--- config.mk ---
export PLATFORM = sky130hd
export DESIGN_NAME = uart_rx_ctrl
export DESIGN_NICKNAME = d
export VERILOG_FILES = /design/src/rtl/uart_rx_pkg.sv /design/src/rtl/uart_rx_edge_bit_counter.sv /design/src/rtl/uart_rx_ctrl.sv
export SDC_FILE = /design/constraint.sdc
export NUM_CORES = 1
export LEC_CHECK = 0
export ABC_AREA = 1
export CORE_MARGIN = 2
export CORE_UTILIZATION = 57
export CTS_CLUSTER_SIZE = 28
export DETAILED_ROUTE_END_ITERATION = 6
export PLACE_DENSITY = 0.9
export SYNTH_ARGS = -nofsm -noshare
export SYNTH_HDL_FRONTEND = slang
export SYNTH_SLANG_ARGS = --single-unit
--- constraint.sdc ---
create_clock -name CLK -period 3.7 [get_ports CLK]
set_clock_uncertainty 0.1 [all_clocks]
set_input_delay 0.555 -clock CLK [delete_from_list [all_inputs] [get_ports CLK]]
set_output_delay 0.555 -clock CLK [all_outputs]
set_load 0.02 [all_outputs]
--- src/rtl/uart_rx_pkg.sv ---
// uart_rx_pkg: shared types and constants for the UART receive controller.
//   rx_state_e       - frame sequencing states
//   PRESCALE_DEFAULT - oversampling ratio used when an illegal Prescale is latched
//   EDGE_CNT_W       - width of the per-bit oversampling tick counter
//   prescale_legal() - 1 when the ratio is one of 4, 8, 16, 32
package uart_rx_pkg;

  typedef enum logic [2:0] {
    StIdle,
    StStart,
    StData,
    StParity,
    StStop
  } rx_state_e;

  localparam int unsigned PRESCALE_DEFAULT = 8;
  localparam int unsigned EDGE_CNT_W       = 5;

  function automatic logic prescale_legal(input logic [5:0] prescale);
    return (prescale == 6'd4) || (prescale == 6'd8) || (prescale == 6'd16) ||
           (prescale == 6'd32);
  endfunction

endpackage

--- src/rtl/uart_rx_edge_bit_counter.sv ---
// uart_rx_edge_bit_counter: oversampling tick counter plus bit counter.
// Ports:
//   i_clk, i_rst   - clock, asynchronous active-high reset
//   i_en           - count enable; both counters held at 0 while low
//   i_bit_clr      - restart the bit counter (frame/field boundary)
//   i_prescale     - latched oversampling ratio
//   o_edge_cnt     - tick within the current bit, 0..prescale-1
//   o_bit_cnt      - bits completed since the last i_bit_clr
//   o_wrap         - high on the last tick of a bit (the decision point)
import uart_rx_pkg::*;

module uart_rx_edge_bit_counter #(
  parameter int unsigned BitCntW = 4
) (
  input  logic                  i_clk,
  input  logic                  i_rst,
  input  logic                  i_en,
  input  logic                  i_bit_clr,
  input  logic [5:0]            i_prescale,
  output logic [EDGE_CNT_W-1:0] o_edge_cnt,
  output logic [BitCntW-1:0]    o_bit_cnt,
  output logic                  o_wrap
);

  logic [EDGE_CNT_W-1:0] r_edge_cnt;
  logic [BitCntW-1:0]    r_bit_cnt;
  logic [5:0]            w_last;

  // 6-bit compare so that a ratio of 32 gives a last tick of 31.
  assign w_last = i_prescale - 6'd1;
  assign o_wrap = i_en && ({1'b0, r_edge_cnt} == w_last);

  always_ff @(posedge i_clk or posedge i_rst) begin
    if (i_rst) begin
      r_edge_cnt <= '0;
      r_bit_cnt  <= '0;
    end else if (!i_en) begin
      r_edge_cnt <= '0;
      r_bit_cnt  <= '0;
    end else begin
      if (o_wrap) begin
        r_edge_cnt <= '0;
      end else begin
        r_edge_cnt <= r_edge_cnt + EDGE_CNT_W'(1);
      end
      if (i_bit_clr) begin
        r_bit_cnt <= '0;
      end else if (o_wrap) begin
        r_bit_cnt <= r_bit_cnt + BitCntW'(1);
      end
    end
  end

  assign o_edge_cnt = r_edge_cnt;
  assign o_bit_cnt  = r_bit_cnt;

endmodule

--- src/rtl/uart_rx_ctrl.sv ---
// uart_rx_ctrl: UART receive frame sequencer. Detects the start edge, steps through start,
// data, optional parity and stop bits at the oversampling decision point, and assembles
// the parallel word from the sampler's majority-voted bit.
// Build option: UART_RX_PARITY_EN enables the parity field, PAR_EN/PAR_TYP and par_err.
// Ports:
//   CLK, RST      - oversampling clock, asynchronous active-high reset
//   RX_IN         - synchronised serial line, idle high
//   Prescale      - oversampling ratio (4, 8, 16, 32; anything else runs at 8)
//   PAR_EN        - frame carries a parity bit
//   PAR_TYP       - 0 even, 1 odd parity
//   sampled_bit   - majority-voted bit from the data sampler
//   data_samp_en  - sampler enable, high outside IDLE
//   edge_cnt      - oversampling tick within the current bit
//   P_DATA        - last good data word
//   data_valid    - one-cycle pulse, P_DATA updated with a good frame
//   par_err       - one-cycle pulse, parity mismatch
//   stp_err       - one-cycle pulse, stop bit sampled low
import uart_rx_pkg::*;

module uart_rx_ctrl #(
  parameter int unsigned DATA_WIDTH = 8
) (
  input  logic                  CLK,
  input  logic                  RST,
  input  logic                  RX_IN,
  input  logic [5:0]            Prescale,
  input  logic                  PAR_EN,
  input  logic                  PAR_TYP,
  input  logic                  sampled_bit,
  output logic                  data_samp_en,
  output logic [EDGE_CNT_W-1:0] edge_cnt,
  output logic [DATA_WIDTH-1:0] P_DATA,
  output logic                  data_valid,
  output logic                  par_err,
  output logic                  stp_err
);

  localparam int unsigned BitCntW = $clog2(DATA_WIDTH + 3);

  rx_state_e             r_state, w_state_d;
  logic [5:0]            r_prescale;
  logic [DATA_WIDTH-1:0] r_shift;
  logic [DATA_WIDTH-1:0] r_p_data;
  logic                  r_samp_en;
  logic                  r_data_valid;
  logic                  r_stp_err;
  logic [EDGE_CNT_W-1:0] w_edge_cnt;
  logic [BitCntW-1:0]    w_bit_cnt;
  logic                  w_wrap;
  logic                  w_cnt_en;
  logic                  w_latch;
  logic                  w_bit_clr;
  logic                  w_result;
  logic                  w_last_bit;
  logic                  w_par_bad;

  assign w_cnt_en   = (r_state != StIdle);
  assign w_last_bit = (w_bit_cnt == BitCntW'(DATA_WIDTH - 1));

  uart_rx_edge_bit_counter #(
    .BitCntW (BitCntW)
  ) u_counter (
    .i_clk      (CLK),
    .i_rst      (RST),
    .i_en       (w_cnt_en),
    .i_bit_clr  (w_bit_clr),
    .i_prescale (r_prescale),
    .o_edge_cnt (w_edge_cnt),
    .o_bit_cnt  (w_bit_cnt),
    .o_wrap     (w_wrap)
  );

`ifdef UART_RX_PARITY_EN
  logic r_par_en;
  logic r_par_typ;
  logic r_par_flag;
  logic r_par_err;

  assign w_par_bad = r_par_flag;

  always_ff @(posedge CLK or posedge RST) begin
    if (RST) begin
      r_par_en   <= 1'b0;
      r_par_typ  <= 1'b0;
      r_par_flag <= 1'b0;
      r_par_err  <= 1'b0;
    end else begin
      r_par_err <= 1'b0;
      if (w_latch) begin
        r_par_en   <= PAR_EN;
        r_par_typ  <= PAR_TYP;
        r_par_flag <= 1'b0;
      end
      if (r_state == StParity && w_wrap) begin
        r_par_flag <= ((^r_shift) ^ r_par_typ) != sampled_bit;
      end
      if (w_result) begin
        r_par_err <= r_par_flag;
      end
    end
  end

  assign par_err = r_par_err;
`else
  logic w_unused_par;

  assign w_unused_par = PAR_EN ^ PAR_TYP;
  assign w_par_bad    = 1'b0;
  assign par_err      = 1'b0;
`endif

  always_comb begin
    w_state_d = r_state;
    w_latch   = 1'b0;
    w_bit_clr = 1'b0;
    w_result  = 1'b0;
    case (r_state)
      StIdle: begin
        if (!RX_IN) begin
          w_state_d = StStart;
          w_latch   = 1'b1;
        end
      end
      StStart: begin
        if (w_wrap) begin
          w_bit_clr = 1'b1;
          // A high start bit at the decision point was a line glitch.
          w_state_d = sampled_bit ? StIdle : StData;
        end
      end
      StData: begin
        if (w_wrap && w_last_bit) begin
`ifdef UART_RX_PARITY_EN
          w_state_d = r_par_en ? StParity : StStop;
`else
          w_state_d = StStop;
`endif
        end
      end
`ifdef UART_RX_PARITY_EN
      StParity: begin
        if (w_wrap) begin
          w_state_d = StStop;
        end
      end
`endif
      StStop: begin
        if (w_wrap) begin
          w_result  = 1'b1;
          w_bit_clr = 1'b1;
          // A start bit directly after the stop bit is taken without an idle cycle.
          if (!RX_IN) begin
            w_state_d = StStart;
            w_latch   = 1'b1;
          end else begin
            w_state_d = StIdle;
          end
        end
      end
      default: w_state_d = StIdle;
    endcase
  end

  always_ff @(posedge CLK or posedge RST) begin
    if (RST) begin
      r_state      <= StIdle;
      r_prescale   <= 6'(PRESCALE_DEFAULT);
      r_shift      <= '0;
      r_p_data     <= '0;
      r_samp_en    <= 1'b0;
      r_data_valid <= 1'b0;
      r_stp_err    <= 1'b0;
    end else begin
      r_state      <= w_state_d;
      r_samp_en    <= (w_state_d != StIdle);
      r_data_valid <= 1'b0;
      r_stp_err    <= 1'b0;
      if (w_latch) begin
        r_prescale <= prescale_legal(Prescale) ? Prescale : 6'(PRESCALE_DEFAULT);
      end
      // LSB arrives first, so after DATA_WIDTH shifts it sits in bit 0.
      if (r_state == StData && w_wrap) begin
        r_shift <= {sampled_bit, r_shift[DATA_WIDTH-1:1]};
      end
      if (w_result) begin
        r_stp_err <= !sampled_bit;
        if (sampled_bit && !w_par_bad) begin
          r_data_valid <= 1'b1;
          r_p_data     <= r_shift;
        end
      end
    end
  end

  assign data_samp_en = r_samp_en;
  assign edge_cnt     = w_edge_cnt;
  assign P_DATA       = r_p_data;
  assign data_valid   = r_data_valid;
  assign stp_err      = r_stp_err;

endmodule

==> summary.md <==
| Metric | Value |
|---|---|
| Clock-pin slew on the worst setup and hold paths | `~0.11 ns` |
| CP cell instances | `clkdlybuf4s50_1` |
| Yosys reg bits | `37` |
| Die Width | `~62 microns` |
| Die span in y | `~62 microns` |
| Top cells by area, synth | `dfrtp_1, nand2_1, o21ai_2, inv_1, nor2_1` |
| Clk_lat worst skew | `around 0.33 ns` |
| H-tree depth | `2` |
| Initial Utilization | `0.5851` |
| Largest net degree at the start of global routing | `20` |
| FP Rows | `21` |
| CTS tree | `done` |
| Setup ws final | `~1.6 ns` |
| Area share of the largest cell type after synthesis | `0.4688` |
| DRT antenna net count | `0` |
| Post-Syn Instances | `approximately 230` |
| Setup violators final | `0` |
| HP Class | `reg2reg` |
| CP top delay family | `buffers and inverters` |
| Status | `complete, no violations` |
| Slew at the pin with the worst max-slew slack | `0.6736 ns` |
| Dpl hpwl | `2610 microns` |
| Initial antenna violation count | `0` |
| Number of iterations in the first detailed-routing pass | `4` |
| First-pass GRT wire length | `about 5700 microns` |
| Dominant synthesized flop cell | `dfrtp_1` |
| Slowest CP cell | `clkdlybuf4s50_1` |
| IO buf count | `25` |
| Vias in the first global route | `around 1400` |
| Worst VDD drop | `approximately 0.00029 V` |
| Core Area | `approximately 3300 sq um` |
| Average size of a mapped cell | `~8.4 sq um` |
| Max frequency | `approximately 470 MHz` |
| Final period util | `0.5768` |
| Tmin final | `roughly 2.1 ns` |
| Max_slew headroom | `0.5504` |
| Required @ worst endpoint | `3.04 ns` |
| Endpoint class of the critical path | `output pin` |
| Global route overflow | `0` |
| DR iter-0 viols | `75` |
| Dpl cell area | `2207 sq um` |
| Synth unique cells | `27` |
| Synthesized cell area | `a little under 2000 sq um` |
| Postcts setup bufs | `0` |
| Worst-path fanout max | `6` |
| Drt drc | `0` |
| Startpoint Class | `register` |
| Post-CTS Hold Fix Bufs | `0` |
| Root buffer selected by CTS | `clkbuf_4` |
| Wire per inst | `approximately 11 microns` |
| Worst Setup Path Type | `reg2out` |
| Max Cap Viol | `0` |
| Critical Path AT | `1.48 ns` |
| Die area | `3852 sq um` |
| Placed cells | `298` |
| Syn Nets | `roughly 240` |
| Synth area leader | `dfrtp_1` |
| Seq/Total Area, Yosys | `0.4824` |
| Setup TNS | `0 ns` |
| Yosys warns | `0` |
| GRT Util Overall | `0.2015` |
| Placer congestion estimate | `0.8507` |
| Fraction of registers with async set/reset | `1.000` |
| Area Overhead vs Synth | `17.90%` |
| Final Cell Area | `2266 sq um` |
| Inserted Diodes | `0` |
| RSZ-0062 raised after global routing | `false` |
| Core Util, Final | `0.6899` |
| Share of cells above drive strength 1 | `0.1583` |
| Routed vias/inst | `between 4 and 5` |
| Place WS | `1.601 ns` |
| Post-synth EDFFs | `0` |
| CTS Buffer Depth | `2` |
| I/O Pins | `29` |
| Worst path bufs/invs | `1` |
| Fillers | `269` |
| Final Net Count | `roughly 270` |
| PD cells | `around 510 nW/um^2` |
| Vias | `about 1500` |
| Final Slew Violations | `0` |
| CTS buffer count | `5` |
| Final instance count without filler cells | `slightly above 300` |
| Sink Count | `37` |
| Final WL | `between 3000 and 4000 microns` |
| Post-CTS resize count | `0` |
| Final Hold Fails | `0` |
| Leak Pwr | `1.107 nW` |
| Max incr delay on CP | `0.65 ns` |
## metrics by stage
step | hold slack (ns) | power, W
after floorplan | 0.3422 | 0.0008276
after global placement | 0.3613 | 0.0009414
after detailed placement | 0.3715 | 0.0009558
after CTS | 0.3976 | 0.001171
after global routing | 0.4258 | 0.001257
final | 0.3922 | 0.001166
## worst min-delay path: stages (launching register included)
cell,delay (ns)
dfrtp_1,0.36
nand2_1,0.06
o21ai_2,0.04
## cells by family (layout without fill, tap and decap cells)
family	Yosys count	count (layout)	synth area share
AND/OR/NAND/NOR	120	120	0.2930
flip-flops	37	37	0.4824
buffers and inverters	37	67	0.08464
AO/OA/AOI/OAI	27	27	0.1003
XOR/XNOR	4	4	0.01823
adder cells (fa/ha/maj)	3	3	0.01953
other	1	1	0.001951
## flip-flops by register name, indices dropped and copies added, names as in the netlist
register / count
u_counter.o_bit_cnt: 4
r_shift: 8
r_state: 3
r_prescale: 6
data_valid: 1
P_DATA: 8
data_samp_en: 1
u_counter.o_edge_cnt: 5
stp_err: 1
## placed cells by master (no fill, tap or decap), types with 2 or more instances in the layout
cell type | Yosys | final
xor2_1 | 3 | 3
inv_2 | 3 | 3
nor2_1 | 22 | 22
inv_1 | 30 | 30
nand2_4 | 2 | 2
nand3_1 | 16 | 16
o21ai_2 | 15 | 15
ha_1 | 3 | 3
a21oi_1 | 5 | 5
clkdlybuf4s50_1 | 0 | 25
nand2_2 | 6 | 6
o21ai_0 | 5 | 5
nor2_4 | 3 | 3
nand2_1 | 60 | 60
clkbuf_4 | 0 | 5
nor3_1 | 2 | 2
dfrtp_1 | 36 | 36
nand4_1 | 6 | 6
## cells in the mapped netlist, types with 5 or more instances
cell	count
nand2_1	60
dfrtp_1	36
inv_1	30
nor2_1	22
nand3_1	16
o21ai_2	15
nand2_2	6
nand4_1	6
a21oi_1	5
o21ai_0	5
## area by class of cell
class	instances	area, sq um	share of cell area
multi-input combinational	155	832.0	0.3672
sequential	37	927.1	0.4092
tap	46	57.56	0.02540
inverter	34	132.6	0.05853
timing repair buffer	26	257.7	0.1137
clock buffer	6	51.30	0.02264
clock inverter	1	7.507	0.003313
## routing by layer
| layer | share of wire | global-route usage | vias to the layer above | routed length, microns |
|---|---|---|---|---|
| met1 | 0.47 | 0.2417 | 699 | 1606 |
| met4 | 0.012 | 0.08511 | 0 | 42 |
| met5 | 0 | 0 | - | 0 |
| met3 | 0.025 | 0.05797 | 6 | 84 |
| met2 | 0.49 | 0.3378 | 18 | 1695 |
| li1 | - | - | 784 | - |
## path summary, 6_finish.rpt
check                                                   from  slack [ns]  cells past startpoint                        end
max in group asynchronous                                RST        2.23                      3  r_prescale[3]$_DFFE_PP1P_
max reg2reg                        r_prescale[0]$_DFFE_PP0P_        1.59                     13      P_DATA[2]$_DFFE_PP0P_
min reg2reg                            P_DATA[5]$_DFFE_PP0P_        0.39                      2      P_DATA[5]$_DFFE_PP0P_
max                        u_counter.o_edge_cnt[0]$_DFF_PP0_        1.57                      1                edge_cnt[0]
min in group asynchronous                                RST        0.51                      2      P_DATA[3]$_DFFE_PP0P_
min                                    P_DATA[5]$_DFFE_PP0P_        0.39                      2      P_DATA[5]$_DFFE_PP0P_
## power breakdown
part | leakage, nW | total (W) | internal, W | switching [W]
clock | 0.0303 | 0.000215 | 0.0000890 | 0.000125
sequential | 0.494 | 0.000520 | 0.000457 | 0.0000634
combinational | 0.583 | 0.000432 | 0.000173 | 0.000259
Note: power is estimated with default switching activity, not from simulation.
